File: src/rtl/gb_cpu_fetch_unit.sv
// Opcode fetch/dispatch front end: fetches opcode bytes (with CB prefix), holds them for the
// sequencer, and handles HALT and interrupt dispatch. Optional macro: GB_CPU_HALT_BUG_EN.
module gb_cpu_fetch_unit (
    input  logic       clk,
    input  logic       reset,
    output logic       fetch_req,
    input  logic       fetch_valid,
    input  logic [7:0] fetch_data,
    output logic       pc_inc,
    output logic [7:0] opcode,
    output logic       cb_prefix,
    output logic       isr_cmd,
    output logic       dec_valid,
    input  logic       instr_done,
    input  logic       halt_exec,
    input  logic       ime,
    input  logic       int_pending,
    output logic       halted
);

    localparam int unsigned OPCODE_W = 8;
    localparam logic [OPCODE_W-1:0] CB_BYTE  = OPCODE_W'(8'hCB);
    localparam logic [OPCODE_W-1:0] NOP_BYTE = OPCODE_W'(8'h00);

    typedef enum logic [1:0] {
        ST_FETCH    = 2'd0,
        ST_FETCH_CB = 2'd1,
        ST_EXEC     = 2'd2,
        ST_HALT     = 2'd3
    } state_e;

    state_e              state_q;
    logic [OPCODE_W-1:0] opcode_q;
    logic                cb_q;
    logic                isr_q;
    logic                bug_suppress;

`ifdef GB_CPU_HALT_BUG_EN
    // Set when HALT exits straight to fetch with IME clear; eats the next PC increment.
    logic halt_bug_q;
    assign bug_suppress = halt_bug_q && (state_q == ST_FETCH);
`else
    assign bug_suppress = 1'b0;
`endif

    assign fetch_req = (state_q == ST_FETCH) || (state_q == ST_FETCH_CB);
    assign dec_valid = (state_q == ST_EXEC);
    assign halted    = (state_q == ST_HALT);
    assign opcode    = opcode_q;
    assign cb_prefix = cb_q;
    assign isr_cmd   = isr_q;

    // PC advances in the same cycle a fetched byte is accepted.
    assign pc_inc = !reset && fetch_req && fetch_valid && !bug_suppress;

    always_ff @(posedge clk) begin
        if (reset) begin
            state_q    <= ST_FETCH;
            opcode_q   <= NOP_BYTE;
            cb_q       <= 1'b0;
            isr_q      <= 1'b0;
`ifdef GB_CPU_HALT_BUG_EN
            halt_bug_q <= 1'b0;
`endif
        end else begin
            case (state_q)
                ST_FETCH: begin
                    if (fetch_valid) begin
`ifdef GB_CPU_HALT_BUG_EN
                        halt_bug_q <= 1'b0;
`endif
                        if (fetch_data == CB_BYTE) begin
                            state_q <= ST_FETCH_CB;
                        end else begin
                            opcode_q <= fetch_data;
                            cb_q     <= 1'b0;
                            isr_q    <= 1'b0;
                            state_q  <= ST_EXEC;
                        end
                    end
                end
                ST_FETCH_CB: begin
                    if (fetch_valid) begin
                        opcode_q <= fetch_data;
                        cb_q     <= 1'b1;
                        isr_q    <= 1'b0;
                        state_q  <= ST_EXEC;
                    end
                end
                ST_EXEC: begin
                    // Instruction boundary: the only point where interrupts are considered.
                    if (instr_done) begin
                        if (halt_exec && !int_pending) begin
                            state_q <= ST_HALT;
                        end else if (ime && int_pending) begin
                            opcode_q <= NOP_BYTE;
                            cb_q     <= 1'b0;
                            isr_q    <= 1'b1;
                            state_q  <= ST_EXEC;
                        end else begin
                            state_q <= ST_FETCH;
`ifdef GB_CPU_HALT_BUG_EN
                            if (halt_exec) begin
                                halt_bug_q <= 1'b1;
                            end
`endif
                        end
                    end
                end
                ST_HALT: begin
                    if (int_pending) begin
                        if (ime) begin
                            opcode_q <= NOP_BYTE;
                            cb_q     <= 1'b0;
                            isr_q    <= 1'b1;
                            state_q  <= ST_EXEC;
                        end else begin
                            state_q <= ST_FETCH;
                        end
                    end
                end
                default: state_q <= ST_FETCH;
            endcase
        end
    end

endmodule

File: config.mk
export PLATFORM = sky130hd
export DESIGN_NAME = gb_cpu_fetch_unit
export DESIGN_NICKNAME = d
export VERILOG_FILES = /design/src/rtl/gb_cpu_fetch_unit.sv
export SDC_FILE = /design/constraint.sdc
export NUM_CORES = 1
export LEC_CHECK = 0
export CORE_MARGIN = 2
export CORE_UTILIZATION = 38
export DETAILED_ROUTE_END_ITERATION = 10
export PLACE_DENSITY = 0.76
export RECOVER_POWER = 25
export SLEW_MARGIN = 20
export SYNTH_ARGS = -nofsm -noshare
export SYNTH_HDL_FRONTEND = slang
export SYNTH_SLANG_ARGS = --single-unit
export TNS_END_PERCENT = 50
File: constraint.sdc
create_clock -name clk -period 2.13 [get_ports clk]
set_input_delay 0.5325 -clock clk [delete_from_list [all_inputs] [get_ports clk]]
set_output_delay 0.5325 -clock clk [all_outputs]
set_load 0.02 [all_outputs]
==> impl_metrics.ini <==
[status]
outcome = finished, final reports clean

[synth]
synthArstFlopShare = 0
synth_flop_cell = dfxtp_1
synthCells = 59
ys_ff_latch = 12
synth.most_common_cell = dfxtp_1
yosys-top-cells-count = dfxtp_1, inv_1, a32o_1, nand2_1, o32ai_1
synth_warnings = 0
post_synth.cell_area_avg_um2 = 10.14
synth_cell_types = 29
synth_area_um2 = 598.1
yosys.area.top_type_share = 0.4017
synth_top_area_cell = dfxtp_1
synth.area.top_cells = dfxtp_1, a32o_1, o32ai_1
yosysSeqAreaShare = 0.4017
syn_nets = 74
synth_edf_count = 0

[global_routing]
antenna_found_initial = 0
track_usage = 0.1788
grt_pass1_vias = 611
grt_pass1_wl_um = 2497
grt.overflow.total = 0
use_met3 = 0.07500
grt-busiest-layer = met2
grt_use_met1 = 0.1979
met2_usage = 0.3088
grt_max_degree = 10

[min_path]
hold_class = reg2reg
hold_start = opcode[1]$_SDFFE_PP0P_

[die]
start_util = 0.4017
chipWidth_um = 43.67
ios = 29
core_area_um2 = 1489
die_h_um = 43.67
die_area_um2 = 1907
rows = 14

[pwr]
power_frac_comb = 0.262
power_density_nw_per_um2 = 591.4
pwr-share-clk = 0.309
seq_power_share = 0.429
power.share.switching = 0.2689
p_int_mw = 0.4296
vdd_drop_max_v = 0.0004677
net-switching-power_mw = 0.1580
leakage_nw = 0.4147

[clock_tree]
htreeDepth = 1
cts_root_buf = clkbuf_4
cts_tree = done
clock_sinks = 12
postCtsHoldBufs = 0
clockBufferDepth = 2
clk_pin_slew_ns = 0.07
cts_made_buffers = 3
clock_latency_ns = 0.27
post_cts.repair.setup_buffers = 0

[routing]
vias = 614
route.detailed.wl_per_inst_um = 13.46
ant_nets = 0
drtPass1Iterations = 4
first_iter_violations = 4
drc = 0
wl_um = 1535
routed_via_density = 5.386

[setup_path]
cp-end-kind = flop
crit_start = fetch_data[5]
start_kind = input port
reg2reg_from = state_q[0]$_SDFFE_PP0P_
path_class = in2reg
max_stage_delay_ns = 0.53
path_cells = clkdlybuf4s50_1 -> or4b_4 -> o32a_4 -> mux2_4
required_ns = 2.30
crit_arrival_ns = 2.20
critPathTopFamily = simple AND/OR/NAND/NOR gates
worst-path-buf-inv = 1
slowest_stage = or4b_4
crit_fanout = 5

[sta]
slew_viol_final = 0
finalSetupTns_ns = 0
finalCriticalPeriod_ns = 2.030
fin_worst_skew_ns = 0.003753
max_slew_margin = 0.8128
fmax_mhz = 492.6
hold_viol_final = 0
post-route-period-util = 0.9530
tightest_slew_ns = 0.2769
rsz0062_at_grt = no
setup_viol = 0

[placement]
place_inst = 110
dpl.hpwl_um = 1210
place_congestion = 0.7095
io_buffer_count = 28

[finish]
fillers = 121
instances_no_fill = 114
seqCellArea_um2 = 242.7
multi_input_area_um2 = 317.8
layout.nets = 114
layout-drive-gt1-share = 0.2653
antennaDiodeCount = 0
area_growth_pct = 66.11

[job]
maxCapViolations = 0
cell families (layout without fill, tap and decap cells):
kind of cell,count (synthesis),count (layout),share of synthesized area
flops,12,12,0.4017
mux,1,1,0.02510
simple gates,17,17,0.1799
buf+inv,10,49,0.07533
compound gates,19,19,0.3180
sequential cells by signal, indices dropped and copies added (netlist names):
signal and count:
opcode 8, state_q 2, cb_prefix 1, isr_cmd 1
stage by stage:
stage	util	worst slack, ns	area (µm²)	power (mW)	hold slack, ns
2_1_floorplan	-	0.2676	603.1	0.3326	0.5485
3_3_place_gp	0.6445	-0.2778	959.7	0.4128	0.4637
3_5_place_dp	0.6445	-0.2698	959.7	0.4150	0.4767
4_1_cts	0.6689	0.001021	996.0	0.5969	0.4879
5_1_grt	0.6672	0.03944	993.5	0.6162	0.4918
6_report	0.6672	0.1001	993.5	0.5876	0.4793
worst reg2reg max path: stages (launching register included):
cell and delay, ns:
dfxtp_2 0.36, or4b_4 0.56, o32a_4 0.40, mux2_4 0.30
area by class of cell:
type / count / share of cell area
inverter: 7 / 0.02645
sequential: 12 / 0.2443
clock buffer: 4 / 0.03652
multi-input combinational: 37 / 0.3199
tap: 16 / 0.02015
timing repair buffer: 38 / 0.3526
routing by layer:
layer | part of all wire | up-vias | wire length (µm)
met3 | 0.050 | 2 | 76
met4 | 0.0065 | 0 | 10
met2 | 0.50 | 14 | 766
met1 | 0.44 | 290 | 681
met5 | 0 | - | 0
li1 | - | 308 | -
path summary, 6_finish.rpt:
check	slack (ns)	to	cells after the start
hold / removal	0.48	opcode[1]$_SDFFE_PP0P_	2
hold reg to reg	0.48	opcode[1]$_SDFFE_PP0P_	2
setup reg to reg	0.40	opcode[6]$_SDFFE_PP0P_	3
setup / recovery	0.10	opcode[6]$_SDFFE_PP0P_	4
cell usage in the layout, fill, tap and decap left out, drive strengths merged, types with 2 or more instances in the layout:
master	synthesis	routed
nand2	4	4
dfxtp	12	12
clkdlybuf4s50	0	21
a32o	4	4
nor2b	3	3
buf	1	10
o32ai	5	5
inv	7	7
nor2	2	2
dlygate4sd3	0	6
clkbuf	2	5
repair_timing:
item	in CTS	in global routing
hold endpoints to repair	0	0
setup endpoints to repair	2	2
resized for setup	2	3
power groups by stage:
| stage | registers [mW] | logic (mW) | clock network [mW] |
|---|---|---|---|
| after floorplan | 0.265 | 0.0681 | 0 |
| after global placement | 0.257 | 0.156 | 0 |
| after detailed placement | 0.257 | 0.158 | 0 |
| after CTS | 0.252 | 0.158 | 0.187 |
| after global routing | 0.255 | 0.165 | 0.197 |
| final | 0.252 | 0.154 | 0.182 |
Power figures use the tool's default switching activity.
